**config.mk**
```make
export PLATFORM = sky130hd
export DESIGN_NAME = can_host_bus_master
export DESIGN_NICKNAME = d
export VERILOG_FILES = /design/src/rtl/can_host_bus_master.sv
export SDC_FILE = /design/constraint.sdc
export NUM_CORES = 1
export LEC_CHECK = 0
export CORE_MARGIN = 1.5
export CORE_UTILIZATION = 41
export DETAILED_ROUTE_END_ITERATION = 8
export GPL_ROUTABILITY_DRIVEN = 0
export GPL_TIMING_DRIVEN = 0
export PLACE_DENSITY_LB_ADDON = 0.25
export SYNTH_ARGS = -nofsm -noshare
export SYNTH_HDL_FRONTEND = slang
export SYNTH_SLANG_ARGS = --single-unit
```
**constraint.sdc**
```tcl
create_clock -name i_sys_clk -period 2 [get_ports i_sys_clk]
set_input_delay 0.3 -clock i_sys_clk [delete_from_list [all_inputs] [get_ports i_sys_clk]]
set_output_delay 0.3 -clock i_sys_clk [all_outputs]
set_load 0.01 [all_outputs]
```
**src/rtl/can_host_bus_master.sv**
```systemverilog
// Host-side bus initiator for the CAN controller register interface.
// Optional address range check is compiled in with `define CAN_HBM_ADDR_CHECK_EN.
module can_host_bus_master #(
    parameter int ADDR_W   = 5,
    parameter int DATA_W   = 8,
    parameter int NUM_REGS = 31,
    parameter int CS_HOLD  = 3
) (
    input  logic              i_sys_clk,
    input  logic              i_reset,
    input  logic              i_cmd_valid,
    output logic              o_cmd_ready,
    input  logic              i_cmd_rnw,
    input  logic [ADDR_W-1:0] i_cmd_addr,
    input  logic [DATA_W-1:0] i_cmd_wdata,
    output logic              o_cs,
    output logic              o_r_neg_w,
    output logic [ADDR_W-1:0] o_addr,
    output logic [DATA_W-1:0] o_wdata,
    input  logic [DATA_W-1:0] i_rdata,
    output logic              o_rsp_valid,
    input  logic              i_rsp_ready,
    output logic [DATA_W-1:0] o_rsp_rdata,
    output logic              o_rsp_err
);

`ifdef CAN_HBM_ADDR_CHECK_EN
    localparam bit ADDR_CHECK = 1'b1;
`else
    localparam bit ADDR_CHECK = 1'b0;
`endif

    localparam int CNT_W = $clog2(CS_HOLD);

    typedef enum logic [1:0] {IDLE, ACCESS, RESP} state_t;

    state_t            state, state_nxt;
    logic [CNT_W-1:0]  cnt;
    logic              rnw_q;
    logic [ADDR_W-1:0] addr_q;
    logic [DATA_W-1:0] wdata_q;
    logic [DATA_W-1:0] rdata_q;
    logic              err_q;
    logic              accept;
    logic              addr_bad;
    logic              cmd_err;

    assign accept   = i_cmd_valid && (state == IDLE);
    assign addr_bad = {1'b0, i_cmd_addr} >= (ADDR_W+1)'(NUM_REGS);
    assign cmd_err  = ADDR_CHECK && addr_bad;

    always_ff @(posedge i_sys_clk) begin
        if (i_reset) state <= IDLE;
        else         state <= state_nxt;
    end

    always_comb begin
        state_nxt = state;
        case (state)
            IDLE:    if (i_cmd_valid) state_nxt = cmd_err ? RESP : ACCESS;
            ACCESS:  if (cnt == '0) state_nxt = RESP;
            RESP:    if (i_rsp_ready) state_nxt = IDLE;
            default: state_nxt = IDLE;
        endcase
    end

    // r_neg_w is forced low outside ACCESS so the downstream one-pulse logic re-arms
    always_comb begin
        o_cmd_ready = 1'b0;
        o_cs        = 1'b0;
        o_r_neg_w   = 1'b0;
        o_rsp_valid = 1'b0;
        case (state)
            IDLE:    o_cmd_ready = 1'b1;
            ACCESS:  begin
                o_cs      = 1'b1;
                o_r_neg_w = rnw_q;
            end
            RESP:    o_rsp_valid = 1'b1;
            default: ;
        endcase
    end

    always_ff @(posedge i_sys_clk) begin
        if (i_reset) begin
            cnt     <= '0;
            rnw_q   <= 1'b0;
            addr_q  <= '0;
            wdata_q <= '0;
            rdata_q <= '0;
            err_q   <= 1'b0;
        end else if (accept) begin
            cnt     <= CNT_W'(CS_HOLD - 1);
            rnw_q   <= i_cmd_rnw;
            addr_q  <= i_cmd_addr;
            wdata_q <= i_cmd_wdata;
            rdata_q <= '0;
            err_q   <= cmd_err;
        end else if (state == ACCESS) begin
            if (cnt == '0) rdata_q <= rnw_q ? i_rdata : '0;
            else           cnt     <= cnt - 1'b1;
        end
    end

    assign o_addr      = addr_q;
    assign o_wdata     = wdata_q;
    assign o_rsp_rdata = rdata_q;
    assign o_rsp_err   = err_q;

endmodule

```
Word-level counts from Yosys, hierarchy flattened
Cells that the tools add are included.

Flip-flop bits (word level): 26. Bits of input ports: 26. Output and inout port bits: 26. Logic and storage cells: 36.

$add $sub $neg: 1. Equal/unequal tests: 6. Mux-type cells: 12. Bitwise gates (word level): 1. Reduce and logical (&&, ||, !) cells: 9.

Operators by type and width (number): 2-bit 2-to-1 mux (6); 8-bit 2-to-1 mux (1); 2-bit inequality test (second input constant) (3); 2-bit case mux with 3 select lines (1); 2-bit AND reduction (3); 2-bit logical NOT (2); 1-bit 2-to-1 mux (4); 3-bit AND reduction (1); 2-bit by 1-bit equality test with 1-bit output (second input constant) (1); 2-bit equality test (second input constant) (1); 2-bit by 1-bit inequality test with 1-bit output (second input constant) (1); 2-bit nonzero test (1); 2-bit OR reduction (1); 2-bit by 1-bit subtractor with 2-bit output (second input constant) (1); 1-bit logical AND (1); 1-bit inverter (1).

Longest topological paths before layout
Depth after elaboration: 4. Gate-level depth with buffers: 5. Gate-level depth less buffers: 4.

Worst setup path before layout
Ideal clock, no wire load.

Kind: flip-flop to flip-flop. From: register state[1]. To: register addr_q[2], in the netlist o_addr[2]. Library setup time: 0.134 ns. Data arrival time: 1.113 ns. Data required time: 1.866 ns. Path slack: 0.753 ns. Stages on the path, launching flop included: 6. Path buffers: 2. Period minus slack after synthesis: 1.247 ns. Cell sequence: dfxtp_1 -> or3b_1 -> buf_2 -> buf_6 -> nand2_1 -> a21oi_1.

Cells in the longest elaborated chain, start to end: 2.

Ends and longest elaborated chain: from (decl) (RTL line 37) `state_t state, state_nxt;`; from (signal assigned) (RTL line 54) `else state <= state_nxt;`; 2-bit logical NOT (RTL line 48) `assign accept = i_cmd_valid && (state == IDLE);`; 1-bit logical AND (RTL line 48); to (signal assigned) (RTL line 95) `addr_q <= i_cmd_addr;`; to (decl) (RTL line 40) `logic [ADDR_W-1:0] addr_q;`.

No other way between the ends. A chain may end at the register's enable or synchronous reset.

Worst setup path in the final report
From: register state[1]. To: output o_cs.

Cells in the longest elaborated chain, start to end: 2.

Ends and longest elaborated chain: 2-bit by 1-bit equality test with 1-bit output (RTL line 73) `case (state)`; 1-bit 2-to-1 mux (RTL line 73); to (decl) (RTL line 16) `output logic o_cs,`.

No other way between the ends.

==> results_dict.tcl <==
set metrics [dict create \
    synth_fp_nets 147 \
    grt_usage_pct 19.1 \
    antenna_found_initial 0 \
    reg2regPathDepth 5 \
    nFillCells 195 \
    hold_path_depth 2 \
    dieArea_um2 2770 \
    hold_class "input pin to flip-flop" \
    area_delta_synth_final_pct 57.7 \
    multiInputGateArea_um2 432 \
    avgSynthCellArea_um2 8.33 \
    cts_tree "yes" \
    skew_ps 7.83 \
    cap_violations 0 \
    design.core.area_um2 2280 \
    syn-cell-area_um2 1010 \
    path_class "flip-flop to output port" \
    critPathArrivalTime_ps 1530 \
    rsz0062_at_grt "false" \
    ir_drop_mv 0.525 \
    endpoint_kind "output port" \
    drc 0 \
    clk_pin_slew_ps 140 \
    grt_remaining_overflow 0 \
    worstSetupStartpointType "flip-flop" \
    yosysTopAreaCellShare_pct 51.6 \
    max_freq_mhz 546 \
    cts_buffer_depth 2 \
    antenna_cells 0 \
    synth_area_leaders "dfxtp_1 52%, nand2_1 14%, a21oi_1 11%" \
    h-tree-depth 1 \
    antenna_left 0 \
    rows 17 \
    slew_viol_final 0 \
    ys_seq_area_share_pct 51.6 \
    clock_sinks 26 \
    grt_start_max_net_pins 16 \
    post_cts.repair.setup_buffers 0 \
    min_period_over_period_pct 91.6 \
    setup_viol_count_final 0 \
    postLayoutCoreUtil_pct 69.9 \
    viasPerCell 4.92 \
    syn_inst 121 \
    tns_ps 0 \
    p_leak_nw 0.585 \
    ys_ff_latch 26 \
    pin_count 52 \
    yosysTopAreaCell "dfxtp_1" \
    drt_iter0_drc 5 \
    seqCellArea_um2 526 \
    dp_hpwl_mm 1.79 \
    cts_hold_buffers 0 \
    vias 988 \
    wirelength_mm 2.42 \
    dp_cells 198 \
    grt_pass1_wl_mm 3.86 \
    synth_cell_types 22 \
    port-buffer-count 49 \
    nNetsFinal 200 \
    layoutNonFillerInstCount 201 \
    routedWlPerCell_um 12.0 \
    firstDrtPassIters 3 \
    drive_above_1_share_pct 10.4 \
    critPathMaxFanout 7 \
    status "completed" \
    start_util_pct 44.3 \
    worstSkewPairLatency_ps 320 \
    report.final.hold_viol_count 0 \
    cts_buffers 3 \
    die-height_um 52.6 \
    p_per_area_nw_per_um2 712 \
    yosys_warnings 0 \
    root_buffer "clkbuf_4" \
    final.min_clock_period_ps 1830 \
    grt_pass1_vias 938 \
    required_ps 1700 \
    die_x_um 52.6 \
]
==> critical path: stages, from the launching register on <==
cell	delay, ps
dfxtp_4	400
nand2b_1	190
inv_2	90
clkdlybuf4s50_1	530
==> area by class of cell <==
class | count | share of cell area (%)
Tap cell | 28 | 2.20
Buffer | 8 | 3.07
Clock inverter | 1 | 1.89
Sequential cell | 26 | 33.0
Clock buffer | 3 | 1.42
Timing Repair Buffer | 49 | 31.0
Multi-Input combinational cell | 85 | 27.1
Inverter | 1 | 0.236
==> final timing paths <==
check / startpoint / end / slack, ps
max reg2reg: state[1] / o_addr[3] / 660
min: i_reset / cnt[1] / 360
min reg2reg: o_rsp_rdata[5] / o_rsp_rdata[5] / 460
max: state[1] / o_cs / 170
==> power by group <==
group / total, mW / switching, mW / internal [mW]
combinational: 0.210 / 0.0898 / 0.120
sequential: 0.567 / 0.0231 / 0.544
clock: 0.356 / 0.153 / 0.203
==> synth_stat cells <==
library cell / number
buf_2: 3
nor3b_2: 1
o21ai_0: 2
nor2_1: 1
buf_6: 1
nand2b_1: 3
or3b_1: 1
dfxtp_1: 26
nand2_1: 37
inv_1: 1
clkbuf_1: 2
nand3_1: 8
buf_1: 1
and2_1: 1
nand3b_1: 1
buf_4: 2
or4b_1: 1
a21oi_2: 3
a21oi_1: 23
nor2b_1: 1
nor4b_4: 1
conb_1: 1
==> routing by layer <==
layer | vias up | share of wire [%] | track usage, %
met5 | - | 0 | 0
met1 | 459 | 41 | 20.0
met3 | 2 | 6.0 | 4.57
li1 | 503 | - | -
met4 | 0 | 0.58 | 8.97
met2 | 24 | 52 | 35.2
==> cells in the final DEF (no fill, tap or decap), drive strengths merged, types with 2 or more instances in the layout <==
cell / instances
o21ai: 2
a21oi: 26
nand2b: 3
nand3: 8
buf: 7
clkdlybuf4s50: 48
clkbuf: 4
dfxtp: 26
nand2: 37
==> metrics by stage <==
| step | hold slack, ps | total power, mW | area [um2] | setup WS (ps) |
|---|---|---|---|---|
| 5_1_grt | 380 | 1.18 | 1590 | 105 |
| 2_1_floorplan | 436 | 0.671 | 1010 | 753 |
| 3_5_place_dp | 446 | 0.788 | 1530 | 297 |
| 4_1_cts | 326 | 1.15 | 1590 | 28.2 |
| 3_3_place_gp | 438 | 0.784 | 1530 | 321 |
| 6_report | 362 | 1.13 | 1590 | 168 |
==> registers in the layout, indices dropped and copies added (netlist names) <==
| name | count |
|---|---|
| cnt | 2 |
| o_addr | 5 |
| o_rsp_rdata | 8 |
| o_wdata | 8 |
| rnw_q | 1 |
| state | 2 |
==> cells by family (layout without fill, tap and decap cells) <==
| group | after synthesis | in the layout | synth area share [%] |
|---|---|---|---|
| buf+inv | 10 | 62 | 5.58 |
| other cells | 1 | 1 | 0.372 |
| simple gates | 56 | 56 | 27.4 |
| flops | 26 | 26 | 51.6 |
| compound gates | 28 | 28 | 15.0 |
==> repair_timing <==
| item | CTS | global route |
|---|---|---|
| resized for setup | 4 | 1 |
| cloned | 0 | 0 |
| pin swaps | 0 | 0 |
| hold endpoints to repair | 0 | 0 |
| setup endpoints to repair | 1 | 1 |
Note: power is estimated with default switching activity, not from simulation.
